**src/rtl/if_fetch_stage_pkg.sv**
```systemverilog
// Shared types and constants for the instruction-fetch stage.
package if_pkg;

  typedef enum logic [1:0] {
    REQ  = 2'd0,
    WAIT = 2'd1,
    HOLD = 2'd2,
    DROP = 2'd3
  } if_state_e;

  localparam logic [31:0] IF_NOP_INSTR = 32'h0000_0013;
  localparam logic [31:0] IF_RESET_PC  = 32'h0000_0000;

  function automatic logic [31:0] word_align(input logic [31:0] a);
    return {a[31:2], 2'b00};
  endfunction

endpackage

```
**src/rtl/if_fetch_stage_if.sv**
```systemverilog
// Instruction-memory request/response bus between fetch and imem.
interface if_fetch_stage_if;
  logic        req;
  logic [31:0] addr;
  logic        rvalid;
  logic [31:0] rdata;

  modport master (output req, addr, input rvalid, rdata);
  modport slave  (input req, addr, output rvalid, rdata);
endinterface

```
**src/rtl/if_fetch_stage_id_reg.sv**
```systemverilog
// IF/ID pipeline latch: flush beats stall beats load; otherwise a NOP bubble.
module if_id_reg #(
  parameter logic [31:0] NOP_INSTR = 32'h0000_0013
) (
  input  logic        clk_i,
  input  logic        rst_i,
  input  logic        stall_i,
  input  logic        flush_i,
  input  logic        load_i,
  input  logic [31:0] load_pc_i,
  input  logic [31:0] load_instr_i,
  output logic        valid_o,
  output logic [31:0] pc_o,
  output logic [31:0] instr_o
);

  logic        valid_q, valid_d;
  logic [31:0] pc_q, pc_d;
  logic [31:0] instr_q, instr_d;

  always_comb begin
    valid_d = valid_q;
    pc_d    = pc_q;
    instr_d = instr_q;
    if (flush_i) begin
      valid_d = 1'b0;
      instr_d = NOP_INSTR;
    end else if (stall_i) begin
      valid_d = valid_q;
    end else if (load_i) begin
      valid_d = 1'b1;
      pc_d    = load_pc_i;
      instr_d = load_instr_i;
    end else begin
      valid_d = 1'b0;
      instr_d = NOP_INSTR;
    end
  end

  always_ff @(posedge clk_i) begin
    if (rst_i) begin
      valid_q <= 1'b0;
      pc_q    <= 32'h0;
      instr_q <= NOP_INSTR;
    end else begin
      valid_q <= valid_d;
      pc_q    <= pc_d;
      instr_q <= instr_d;
    end
  end

  assign valid_o = valid_q;
  assign pc_o    = pc_q;
  assign instr_o = instr_q;

endmodule

```
**src/rtl/if_fetch_stage.sv**
```systemverilog
// Fetch stage: PC, single-outstanding imem request FSM and stall hold buffer,
// feeding the IF/ID latch.
module if_fetch_stage
  import if_pkg::*;
#(
  parameter logic [31:0] RESET_PC  = IF_RESET_PC,
  parameter logic [31:0] NOP_INSTR = IF_NOP_INSTR
) (
  input  logic               clk_i,
  input  logic               rst_i,
  input  logic               stall_i,
  input  logic               flush_i,
  input  logic [31:0]        branch_target_i,
  if_fetch_stage_if.master   imem,
  output logic               id_valid_o,
  output logic [31:0]        id_pc_o,
  output logic [31:0]        id_instr_o
);

  if_state_e   state_q, state_d;
  logic [31:0] pc_q, pc_d;
  logic [31:0] hold_pc_q, hold_pc_d;
  logic [31:0] hold_instr_q, hold_instr_d;
  logic        load;
  logic [31:0] load_pc;
  logic [31:0] load_instr;
  logic [31:0] target;

  assign target = word_align(branch_target_i);

  always_comb begin
    state_d      = state_q;
    pc_d         = pc_q;
    hold_pc_d    = hold_pc_q;
    hold_instr_d = hold_instr_q;
    load         = 1'b0;
    load_pc      = pc_q;
    load_instr   = imem.rdata;
    unique case (state_q)
      REQ: begin
        if (flush_i) begin
          pc_d    = target;
          state_d = DROP;
        end else begin
          state_d = WAIT;
        end
      end
      WAIT: begin
        if (flush_i) begin
          // a response landing with the flush is stale and never delivered
          pc_d    = target;
          state_d = imem.rvalid ? REQ : DROP;
        end else if (imem.rvalid) begin
          if (stall_i) begin
            hold_pc_d    = pc_q;
            hold_instr_d = imem.rdata;
            state_d      = HOLD;
          end else begin
            load    = 1'b1;
            pc_d    = pc_q + 32'd4;
            state_d = REQ;
          end
        end
      end
      HOLD: begin
        if (flush_i) begin
          pc_d    = target;
          state_d = REQ;
        end else if (!stall_i) begin
          load       = 1'b1;
          load_pc    = hold_pc_q;
          load_instr = hold_instr_q;
          pc_d       = pc_q + 32'd4;
          state_d    = REQ;
        end
      end
      DROP: begin
        if (flush_i) pc_d = target;
        if (imem.rvalid) state_d = REQ;
      end
      default: state_d = REQ;
    endcase
  end

  always_ff @(posedge clk_i) begin
    if (rst_i) begin
      state_q      <= REQ;
      pc_q         <= word_align(RESET_PC);
      hold_pc_q    <= 32'h0;
      hold_instr_q <= NOP_INSTR;
    end else begin
      state_q      <= state_d;
      pc_q         <= pc_d;
      hold_pc_q    <= hold_pc_d;
      hold_instr_q <= hold_instr_d;
    end
  end

  assign imem.req  = (state_q == REQ) && !rst_i;
  assign imem.addr = word_align(pc_q);

  if_id_reg #(.NOP_INSTR(NOP_INSTR)) u_if_id_reg (
    .clk_i        (clk_i),
    .rst_i        (rst_i),
    .stall_i      (stall_i),
    .flush_i      (flush_i),
    .load_i       (load),
    .load_pc_i    (load_pc),
    .load_instr_i (load_instr),
    .valid_o      (id_valid_o),
    .pc_o         (id_pc_o),
    .instr_o      (id_instr_o)
  );

endmodule
```
**src/flat_wrapper.sv**
```systemverilog
// flat-port wrapper written by rule: the top's interface ports become plain ports
module if_fetch_stage_flat import if_pkg::*;
#(
  parameter logic [31:0] RESET_PC  = IF_RESET_PC,
  parameter logic [31:0] NOP_INSTR = IF_NOP_INSTR
)
  (clk_i, rst_i, stall_i, flush_i, branch_target_i, id_valid_o, id_pc_o, id_instr_o, imem_req, imem_addr, imem_rvalid, imem_rdata);
  if_fetch_stage_if imem_i ();
  input  logic clk_i;
  input  logic rst_i;
  input  logic stall_i;
  input  logic flush_i;
  input  logic [31:0] branch_target_i;
  output logic id_valid_o;
  output logic [31:0] id_pc_o;
  output logic [31:0] id_instr_o;
  output wire logic [$bits(imem_i.req)-1:0] imem_req;
  output wire logic [$bits(imem_i.addr)-1:0] imem_addr;
  input wire logic [$bits(imem_i.rvalid)-1:0] imem_rvalid;
  input wire logic [$bits(imem_i.rdata)-1:0] imem_rdata;
  assign imem_req = imem_i.req;
  assign imem_addr = imem_i.addr;
  assign imem_i.rvalid = imem_rvalid;
  assign imem_i.rdata = imem_rdata;
  if_fetch_stage #(.RESET_PC(RESET_PC), .NOP_INSTR(NOP_INSTR)) u_core (.clk_i(clk_i), .rst_i(rst_i), .stall_i(stall_i), .flush_i(flush_i), .branch_target_i(branch_target_i), .imem(imem_i), .id_valid_o(id_valid_o), .id_pc_o(id_pc_o), .id_instr_o(id_instr_o));
endmodule
```
**config.mk**
```make
export PLATFORM = sky130hd
export DESIGN_NAME = if_fetch_stage_flat
export DESIGN_NICKNAME = d
export VERILOG_FILES = /design/src/rtl/if_fetch_stage_pkg.sv /design/src/rtl/if_fetch_stage_if.sv /design/src/rtl/if_fetch_stage_id_reg.sv /design/src/rtl/if_fetch_stage.sv /design/src/flat_wrapper.sv
export SDC_FILE = /design/constraint.sdc
export NUM_CORES = 1
export LEC_CHECK = 0
export BUFFER_PORTS_ARGS = -buffer_cell sky130_fd_sc_hd__buf_2
export CORE_UTILIZATION = 40
export CTS_CLUSTER_DIAMETER = 50
export CTS_CLUSTER_SIZE = 8
export DETAILED_ROUTE_END_ITERATION = 7
export SYNTH_ARGS = -nofsm -noshare
export SYNTH_HDL_FRONTEND = slang
export SYNTH_SLANG_ARGS = --single-unit
```
**constraint.sdc**
```tcl
create_clock -name clk_i -period 2.51 [get_ports clk_i]
set_clock_uncertainty 0.1 [all_clocks]
set_input_delay 0.1255 -clock clk_i [delete_from_list [all_inputs] [get_ports clk_i]]
set_output_delay 0.1255 -clock clk_i [all_outputs]
set_load 0.005 [all_outputs]
```
==> results of run 1 <==
-- cell families (layout without fill, tap and decap cells) --
family | count (synthesis) | in the layout | share of synthesized area (%)
AO/OA/AOI/OAI | 202 | 202 | 18.7
XOR/XNOR | 1 | 1 | 0.122
adder cells (fa/ha/maj) | 6 | 6 | 1.05
buffers and inverters | 87 | 302 | 4.86
flip-flops | 157 | 157 | 43.9
multiplexers | 65 | 65 | 9.63
other | 1 | 4 | 0.0524
AND/OR/NAND/NOR | 341 | 341 | 21.7
-- synth_stat cells, types with 4 or more instances --
| master | n | area (um^2) |
|---|---|---|
| a211oi_1 | 32 | 240 |
| a21oi_1 | 80 | 400 |
| a22oi_1 | 31 | 233 |
| a311oi_1 | 7 | 61.3 |
| and2_1 | 6 | 37.5 |
| and3_1 | 4 | 25.0 |
| buf_4 | 4 | 30.0 |
| clkbuf_1 | 62 | 233 |
| dfxtp_1 | 157 | 3140 |
| ha_1 | 6 | 75.1 |
| inv_1 | 14 | 52.6 |
| mux2_2 | 31 | 349 |
| mux2i_1 | 34 | 340 |
| nand2_1 | 156 | 586 |
| nand2b_1 | 5 | 31.3 |
| nand3_1 | 13 | 65.1 |
| nand3b_1 | 5 | 37.5 |
| nand4_1 | 9 | 56.3 |
| nor2_1 | 87 | 327 |
| nor2b_1 | 6 | 37.5 |
| nor3_1 | 16 | 80.1 |
| nor4_1 | 7 | 43.8 |
| o21ai_0 | 13 | 65.1 |
| or4_1 | 7 | 52.6 |
-- timing repair --
item,4_1_cts,5_1_grt
setup endpoints to repair,0,6
hold endpoints to repair,81,0
buffers inserted,0,0
gates resized for setup,0,4
hold buffers,54,0
-- per-stage QoR --
step | hold slack (ns) | TNS [ns] | area [um^2] | setup WS [ns] | util (%)
global route | 0.0105 | -0.00393 | 9510 | -0.00393 | 54.8
CTS | 0.00213 | 0 | 9500 | 0.0859 | 54.7
global placement | 0.258 | 0 | 8350 | 0.136 | 48.1
floorplan | 0.150 | 0 | 7170 | 0.197 | -
finish | 0.00841 | 0 | 9510 | 0.0869 | 54.8
detailed placement | 0.258 | 0 | 8350 | 0.101 | 48.1
-- power by group through the flow --
stage	Sequential [W]	Combinational, W	Clock, W
after floorplan	0.00276	0.000719	0
after global placement	0.00276	0.00118	0
after detailed placement	0.00276	0.00118	0
after CTS	0.00271	0.00126	0.00272
after global routing	0.00272	0.00138	0.00283
final	0.00271	0.00125	0.00266
-- path summary, 6_finish.rpt --
path / startpoint / end / slack (ns)
setup / recovery: u_core.state_q[1] / u_core.pc_q[28] / 0.09
hold reg to reg: u_core.hold_pc_q[20] / u_core.hold_pc_q[20] / 0.35
hold / removal: branch_target_i[7] / u_core.pc_q[7] / 0.008
setup reg to reg: u_core.state_q[1] / u_core.pc_q[28] / 0.09
-- flip-flops by register name, indices dropped and copies added, names as in the netlist --
name	count
u_core.hold_instr_q	32
u_core.u_if_id_reg.instr_o	32
u_core.hold_pc_q	30
u_core.pc_q	30
u_core.u_if_id_reg.pc_o	30
u_core.state_q	2
u_core.u_if_id_reg.valid_o	1
-- worst max-delay path: stages (launching register included) --
cell	delay (ns)
dfxtp_1	0.42
inv_1	0.11
ha_1	0.23
nor2b_1	0.22
or4b_2	0.72
or4_1	0.50
nand3_1	0.08
-- per-layer routing --
| layer | GRT usage, % | wire length [um] | up-vias |
|---|---|---|---|
| met5 | 0 | 0 | - |
| met4 | 8.36 | 331 | 0 |
| met3 | 4.53 | 970 | 23 |
| met2 | 35.9 | 9600 | 176 |
| met1 | 29.3 | 9690 | 3186 |
| li1 | - | - | 3458 |
-- area by class of cell --
class / instances / area share [%]
Clock inverter: 13 / 1.74
Clock buffer: 19 / 4.66
Tap cell: 225 / 2.96
Inverter: 14 / 0.553
Sequential cell: 157 / 33.1
Timing Repair Buffer: 256 / 18.0
Multi-Input combinational cell: 619 / 39.0
-- placed cells by master (no fill, tap or decap), types with 4 or more instances in the layout --
cell and instances:
buf_2 159, nand2_1 156, dfxtp_1 156, nor2_1 86, a21oi_1 80, dlygate4sd3_1 54, buf_4 39, mux2i_1 34
a211oi_1 32, a22oi_1 31, mux2_2 31, clkbuf_16 17, nor3_1 15, inv_1 14, nand3_1 13, o21ai_0 12
nand4_1 9, a311oi_1 7, or4_1 7, nor2b_1 6, and2_1 6, nor4_1 6, nand3b_1 5, ha_1 5
nand2b_1 4, and3_1 4, conb_1 4, clkinvlp_4 4, buf_12 4
==> results.ini, run 1 <==
[placed_design]
gp_congestion=0.860
hpwl_mm=13.3
dp_cells=1217
numPortBuffers=160

[routing]
via_per_inst=5.25
final_antenna_net_count=0
drt_iter0_markers=355
vias=6843
post_drt_wl_per_cell_um=15.8
routed_wl_mm=20.6
firstDrtPassIters=5
drc=0

[grt]
grt_pass1_vias=6332
grt_pass1_wl_mm=32.4
antenna_found_initial=0
grt_overflow_total=0
groute.usage.overall_pct=22.4
grt_max_degree=79

[logic_synthesis]
async_flop_share_pct=0
ys.warnings.count=0
synth_edf_count=0
avgSynthCellArea_um2=8.32
ys_ff_latch=157
yosysSeqAreaShare_pct=43.9
ys.flop_type=dfxtp_1
ys_types=62
syn-instance-count=860
synth.cell_area_um2=7160

[clocking]
cts-buffers-inserted=17
clk_latency_ns=0.42
cts_tree=yes
cts_buffer_depth=2
clock-root-buffer=clkbuf_16
cts_max_level=4
clk_pin_slew_ns=0.06
clock_sinks=157

[power]
vdd_drop_max_mv=0.462
powerDensity_nw_per_um2=697
net-switching-power_w=0.00184
seqPwrFrac_pct=40.9
p_sw_share_pct=27.8
intPower_w=0.00478
p_comb_share_pct=18.9
p_leak_nw=3.67
p_clk_share_pct=40.2
fin_total_pwr_w=0.00662

[die]
start_util_pct=41.2
die_h_um=136
dieArea_um2=18400
coreArea_um2=17400
ios=167
num_rows=48
die_w_um=136

[worst_setup_path]
cp.arrival_ns=2.69
required_ns=2.77
critPathLaunchType=flop
critPathCaptureType=flop
path_max_fanout=8
reg2reg_depth=6
critPathKind=flop to flop

[finish]
layoutNonFillerInstCount=1303
n_fill_cell=1700
drive_above_1_share_pct=26.0
areaGrowthSynthToFinish_pct=32.8
seqCellArea_um2=3140
multiInputGateArea_um2=3710
antenna_cells=0
nNetsFinal=1140

[min_path]
hp-class=input pin to flop
whs_path_depth=4

[sta]
drv_slew=0
post-route-min-period_ns=2.42
clock.fmax_mhz=413
slew_headroom_pct=43.1
tightestPinTransition_ns=0.853
finalCritPeriodShare_pct=96.5
hold_viol=0
setup_viol=0

[status]
outcome=finished clean

[flow_run]
drv_cap=0

No activity file was read; power rests on OpenSTA's default activity.
==> run 2: changes to the inputs <==
--- a/config.mk
+++ b/config.mk
@@ -5,7 +5,7 @@
 export SDC_FILE = /design/constraint.sdc
 export NUM_CORES = 1
 export LEC_CHECK = 0
-export BUFFER_PORTS_ARGS = -buffer_cell sky130_fd_sc_hd__buf_2
+export BUFFER_PORTS_ARGS = -buffer_cell sky130_fd_sc_hd__buf_4
 export CORE_UTILIZATION = 40
 export CTS_CLUSTER_DIAMETER = 50
 export CTS_CLUSTER_SIZE = 8
==> run 2 against run 1 <==
Against the previous run: combinational power grew 6%; via count up 0.85%; flip-flop and latch count did not move; final cell count increased by 0.54%; highest routed layer unchanged; die area stayed put; fmax rose by 2.3%.
==> results.ini, run 2 (synthesis gave the netlist of run 1 again) <==
[status]
outcome=finished clean  ; unchanged

[die]
start_util_pct=41.2  ; unchanged
die_h_um=136  ; unchanged
dieArea_um2=18400  ; unchanged
ios=167  ; unchanged
coreArea_um2=17400  ; unchanged
die_w_um=136  ; unchanged
num_rows=48  ; unchanged

[placed_design]
gp_congestion=0.847  ; was 0.860
numPortBuffers=160  ; unchanged
postPlaceCellArea_um2=8740  ; was 8350 um^2
hpwl_mm=13.9  ; was 13.3 mm

[grt]
met3_usage_pct=5.24  ; was 4.53%
grt_max_degree=53  ; was 79
met2_usage_pct=38.2  ; was 35.9%
grt_overflow_total=0  ; unchanged
groute.usage.overall_pct=23.2  ; was 22.4%
grt_pass1_vias=6544  ; was 6332
grt-busiest-layer=met2  ; unchanged
grt_pass1_wl_mm=33.6  ; was 32.4 mm
gr-usage-met1_pct=29.6  ; was 29.3%
antenna_found_initial=0  ; unchanged

[clocking]
clock_sinks=157  ; unchanged
cts_max_level=4  ; unchanged
post_cts_buffers=0  ; unchanged
clk_pin_slew_ns=0.07  ; was 0.06 ns
cts_tree=yes  ; unchanged
cts-buffers-inserted=17  ; unchanged
clock-root-buffer=clkbuf_16  ; unchanged
clk_latency_ns=0.43  ; was 0.42 ns
cts_buffer_depth=2  ; unchanged

[routing]
routed_wl_mm=20.9  ; was 20.6 mm
final_antenna_net_count=0  ; unchanged
vias=6901  ; was 6843
drc=0  ; unchanged
via_per_inst=5.27  ; was 5.25
post_drt_wl_per_cell_um=16.0  ; was 15.8 um
drt_iter0_markers=425  ; was 355
firstDrtPassIters=5  ; unchanged

[finish]
fin_area_um2=9890  ; was 9510 um^2
antenna_cells=0  ; unchanged
final_cell_mix=buf_4 (203), dfxtp_1 (157), nand2_1 (156), nor2_1 (86), a21oi_1 (80)  ; was buf_2 (159), nand2_1 (156), dfxtp_1 (156), nor2_1 (86), a21oi_1 (80)
final_common_cell=buf_4  ; was buf_2
n_fill_cell=1619  ; was 1700
drive_above_1_share_pct=26.0  ; about the same
areaGrowthSynthToFinish_pct=38.2  ; was 32.8%
nNetsFinal=1147  ; was 1140

[sta]
tightestPinTransition_ns=0.691  ; was 0.853 ns
rsz0062_at_grt=no
finalCritPeriodShare_pct=94.4  ; was 96.5%
slew_headroom_pct=53.7  ; was 43.1%
drv_slew=0  ; unchanged
hold_viol=0  ; unchanged
post-route-min-period_ns=2.37  ; was 2.42 ns
setup_tns_ns=0  ; unchanged
setup_viol=0  ; unchanged
clock.fmax_mhz=422  ; was 413 MHz

[power]
powerDensity_nw_per_um2=660  ; was 697 nW/um^2
vdd_drop_max_mv=0.569  ; was 0.462 mV
p_leak_nw=3.74  ; was 3.67 nW

[min_path]
hp-class=input pin to flop  ; unchanged
whs_path_depth=4  ; unchanged

[worst_setup_path]
cp.buffers_inverters=1  ; unchanged
critPathTopFamily=simple AND/OR/NAND/NOR gates  ; unchanged
crit_path_cell_trace=inv_1 -> ha_1 -> nor2b_1 -> or4b_2 -> or4_1 -> nand3_1  ; unchanged
cp.arrival_ns=2.65  ; was 2.69 ns
reg2reg_depth=6  ; unchanged
max_stage_delay_ns=0.70  ; was 0.72 ns
critPathKind=flop to flop  ; unchanged
critPathLaunchType=flop  ; unchanged
slowest_stage=or4b_2  ; unchanged
worst-path-stages=6  ; unchanged
required_ns=2.79  ; was 2.77 ns
critPathCaptureType=flop  ; unchanged
path_max_fanout=10  ; was 8

[flow_run]
drv_cap=0  ; unchanged

## run 2: layout make-up
class	instances	area, um^2	area share, %
Multi-Input combinational cell	619	3700	37.5
Sequential cell	157	3140	31.8
Timing Repair Buffer	263	2140	21.7
Clock buffer	17	425	4.30
Tap cell	225	282	2.85
Clock inverter	15	136	1.38
Inverter	14	52.6	0.532
## run 2: stage by stage
stage | total power (W) | instances | worst slack [ns] | utilization [%] | hold WS, ns
after floorplan | 0.00348 | 863 | 0.197 | - | 0.150
after global placement | 0.00402 | 1220 | 0.134 | 50.4 | 0.252
after detailed placement | 0.00403 | 1220 | 0.122 | 50.4 | 0.257
after CTS | 0.00659 | 1310 | 0.116 | 56.9 | 0.00190
after global routing | 0.00682 | 1310 | 0.00594 | 57.0 | 0.0315
final | 0.00653 | 1310 | 0.140 | 57.0 | 0.0160
## run 2: worst register-to-register path: cells and delay by family (launching register included)
kind          cells  cell delay, ns
flops             1            0.41
simple gates      4            1.48
fa+ha+maj         1            0.22
buf+inv           1            0.11
## run 2: per-layer routing
layer  wire length, um  vias to the layer above  part of all wire, %
li1                  -                     3474                    -
met1              9700                     3227                   46
met2              9840                      175                   47
met3              1070                       25                  5.1
met4               307                        0                  1.5
met5                 0                        -                    0
## run 2: repair_timing
| action | 4_1_cts | 5_1_grt |
|---|---|---|
| hold endpoints to repair | 90 | 0 |
| setup endpoints to repair | 0 | 3 |
| gates resized for setup | 0 | 1 |
| hold buffers | 58 | 0 |
## run 2: where the power goes
part / total, W / switching (W) / internal, W
combinational: 0.00133 / 0.000685 / 0.000648
clock: 0.00249 / 0.00111 / 0.00138
sequential: 0.00271 / 0.000102 / 0.00261
## run 2: final timing paths
path | start | to | slack, ns
max | u_core.state_q[1] | u_core.pc_q[28] | 0.14
min | branch_target_i[6] | u_core.pc_q[6] | 0.02
max reg2reg | u_core.state_q[1] | u_core.pc_q[28] | 0.14
min reg2reg | u_core.hold_pc_q[5] | u_core.hold_pc_q[5] | 0.35
==> run 3: changes to the inputs <==
--- a/config.mk
+++ b/config.mk
@@ -7,6 +7,7 @@
 export LEC_CHECK = 0
 export BUFFER_PORTS_ARGS = -buffer_cell sky130_fd_sc_hd__buf_4
 export CORE_UTILIZATION = 40
+export CTS_BUF_LIST = sky130_fd_sc_hd__clkbuf_4
 export CTS_CLUSTER_DIAMETER = 50
 export CTS_CLUSTER_SIZE = 8
 export DETAILED_ROUTE_END_ITERATION = 7
==> run 3 against run 2 <==
Against the previous run: non-clock buffer count increased by 34; critical endpoint is now u_core.pc_q[24]; critical path type unchanged; flip-flop and latch count unchanged; critical path depth unchanged; via count increased by 1.9%.
==> results.ini, run 3 (synthesis gave the netlist of run 1 again) <==
[sta]
clock.fmax_mhz=417  ; was 422 MHz
finalCritPeriodShare_pct=95.7  ; was 94.4%
drv_slew=0  ; unchanged
post-route-min-period_ns=2.40  ; was 2.37 ns
setup_ws_ns=0.109  ; was 0.140 ns
setup_viol=0  ; unchanged
hold_viol=0  ; unchanged
setup_tns_ns=0  ; unchanged
tightestPinTransition_ns=0.705  ; was 0.691 ns
slew_headroom_pct=52.8  ; was 53.7%

[worst_setup_path]
path_max_fanout=8  ; was 10
max_stage_delay_ns=0.59  ; was 0.70 ns
reg2reg_depth=6  ; unchanged
required_ns=2.90  ; was 2.79 ns
rr_endpoint=u_core.pc_q[24]  ; was u_core.pc_q[28]
critPathLaunchType=flop  ; unchanged
rrSetupSlack_ns=0.11  ; was 0.14 ns
slowest_stage=or4_1  ; was or4b_2
critPathCaptureType=flop  ; unchanged
cp.arrival_ns=2.79  ; was 2.65 ns
crit_path_cell_trace=inv_1 -> ha_1 -> nand2b_1 -> or4_1 -> o311a_2 -> a221o_1  ; was inv_1 -> ha_1 -> nor2b_1 -> or4b_2 -> or4_1 -> nand3_1
critPathKind=flop to flop  ; unchanged
timing.rr.start=u_core.state_q[0]  ; was u_core.state_q[1]

[placed_design]
hpwl_mm=13.9  ; unchanged
numPortBuffers=160  ; unchanged
pre_cts_ws_ns=0.122  ; unchanged
dp_cells=1220  ; unchanged
gp_congestion=0.847  ; unchanged

[clocking]
cts_tree=yes  ; unchanged
clock-root-buffer=clkbuf_4  ; was clkbuf_16
clk_pin_slew_ns=0.14  ; was 0.07 ns
clock_sinks=157  ; unchanged
cts_buffer_depth=2  ; unchanged
cts-buffers-inserted=17  ; unchanged
clk_latency_ns=0.58  ; was 0.43 ns
cts_max_level=4  ; unchanged

[grt]
grt_max_degree=53  ; unchanged
groute.usage.overall_pct=23.5  ; was 23.2%
antenna_found_initial=1  ; was 0
grt_overflow_total=0  ; unchanged
grt_pass1_wl_mm=34.1  ; was 33.6 mm
grt_pass1_vias=6756  ; was 6544

[finish]
n_fill_cell=1619  ; unchanged
final_common_cell=buf_4  ; unchanged
layoutNonFillerInstCount=1345  ; was 1310
areaGrowthSynthToFinish_pct=39.0  ; was 38.2%
nNetsFinal=1181  ; was 1147
drive_above_1_share_pct=25.3  ; was 26.0%
final_cell_mix=buf_4 (200), nand2_1 (156), dfxtp_1 (156), dlygate4sd3_1 (92), nor2_1 (86)  ; was buf_4 (203), dfxtp_1 (157), nand2_1 (156), nor2_1 (86), a21oi_1 (80)

[power]
vdd_drop_max_mv=0.296  ; was 0.569 mV
p_leak_nw=3.80  ; was 3.74 nW
fin_total_pwr_w=0.00556  ; was 0.00653 W
powerDensity_nw_per_um2=559  ; was 660 nW/um^2

[status]
outcome=finished clean  ; unchanged

[min_path]
hold_path_end=u_core.hold_instr_q[1]  ; was u_core.pc_q[6]
whs_path_depth=4  ; unchanged
hp-class=input pin to flop  ; unchanged
hp-start=imem_rdata[1]  ; was branch_target_i[6]

[die]
num_rows=48  ; unchanged
ios=167  ; unchanged
dieArea_um2=18400  ; unchanged
die_h_um=136  ; unchanged
start_util_pct=41.2  ; unchanged
die_w_um=136  ; unchanged
coreArea_um2=17400  ; unchanged

[routing]
drc=0  ; unchanged
firstDrtPassIters=4  ; was 5
final_antenna_net_count=0  ; unchanged
vias=7033  ; was 6901
via_per_inst=5.23  ; was 5.27
post_drt_wl_per_cell_um=15.8  ; was 16.0 um
drt_iter0_markers=371  ; was 425
routed_wl_mm=21.2  ; was 20.9 mm

[flow_run]
drv_cap=0  ; unchanged

## run 3: per-layer routing
layer | GRT usage (%) | wire length [um]
met5 | 0 | 0
met4 | 9.11 | 388
met3 | 4.56 | 1000
met2 | 38.7 | 10000
met1 | 30.1 | 9800
## run 3: final cells by class
cell class	instances	area [um^2]	area share [%]
Antenna cell	1	2.50	0.0252
Clock buffer	17	128	1.28
Clock inverter	15	136	1.37
Inverter	14	52.6	0.528
Multi-Input combinational cell	619	3700	37.2
Sequential cell	157	3140	31.6
Tap cell	225	282	2.83
Timing Repair Buffer	297	2500	25.1
## run 3: how the worst max path moves through the flow
stage	slack, ns	from	endpoint	depth (start not counted)
finish	0.11	u_core.state_q[0]	u_core.pc_q[24]	6
global route	-0.009	u_core.state_q[0]	u_core.pc_q[29]	8
CTS	0.09	u_core.state_q[1]	u_core.hold_instr_q[22]	8
detailed placement	0.12	u_core.state_q[0]	u_core.pc_q[28]	6
global placement	0.13	u_core.state_q[1]	u_core.pc_q[28]	6
floorplan	0.20	u_core.pc_q[2]	u_core.pc_q[20]	6
## run 3: what timing repair did
item	4_1_cts	5_1_grt
setup endpoints to repair	0	23
hold buffers	92	0
gates resized for setup	0	5
hold endpoints to repair	113	0
buffers inserted	0	0
## run 3: metrics by stage
| step | cell area (um^2) | hold slack [ns] | util [%] |
|---|---|---|---|
| 3_3_place_gp | 8740 | 0.252 | 50.4 |
| 4_1_cts | 9930 | 0.162 | 57.2 |
| 6_report | 9940 | 0.214 | 57.3 |
| 3_5_place_dp | 8740 | 0.257 | 50.4 |
| 5_1_grt | 9940 | 0.199 | 57.3 |
| 2_1_floorplan | 7170 | 0.150 | - |
## run 3: power by group
group	switching [W]	leakage, nW	internal [W]	total, W
registers	0.000102	1.27	0.00261	0.00271
clock network	0.000987	0.136	0.000504	0.00149
logic	0.000690	2.39	0.000673	0.00136
## run 3: worst max-delay path, delay by kind of cell (launching register included)
kind	cells	cell delay [ns]
flip-flops	1	0.41
buffers and inverters	1	0.12
AND/OR/NAND/NOR	2	0.77
AO/OA/AOI/OAI	2	0.60
adder cells (fa/ha/maj)	1	0.31
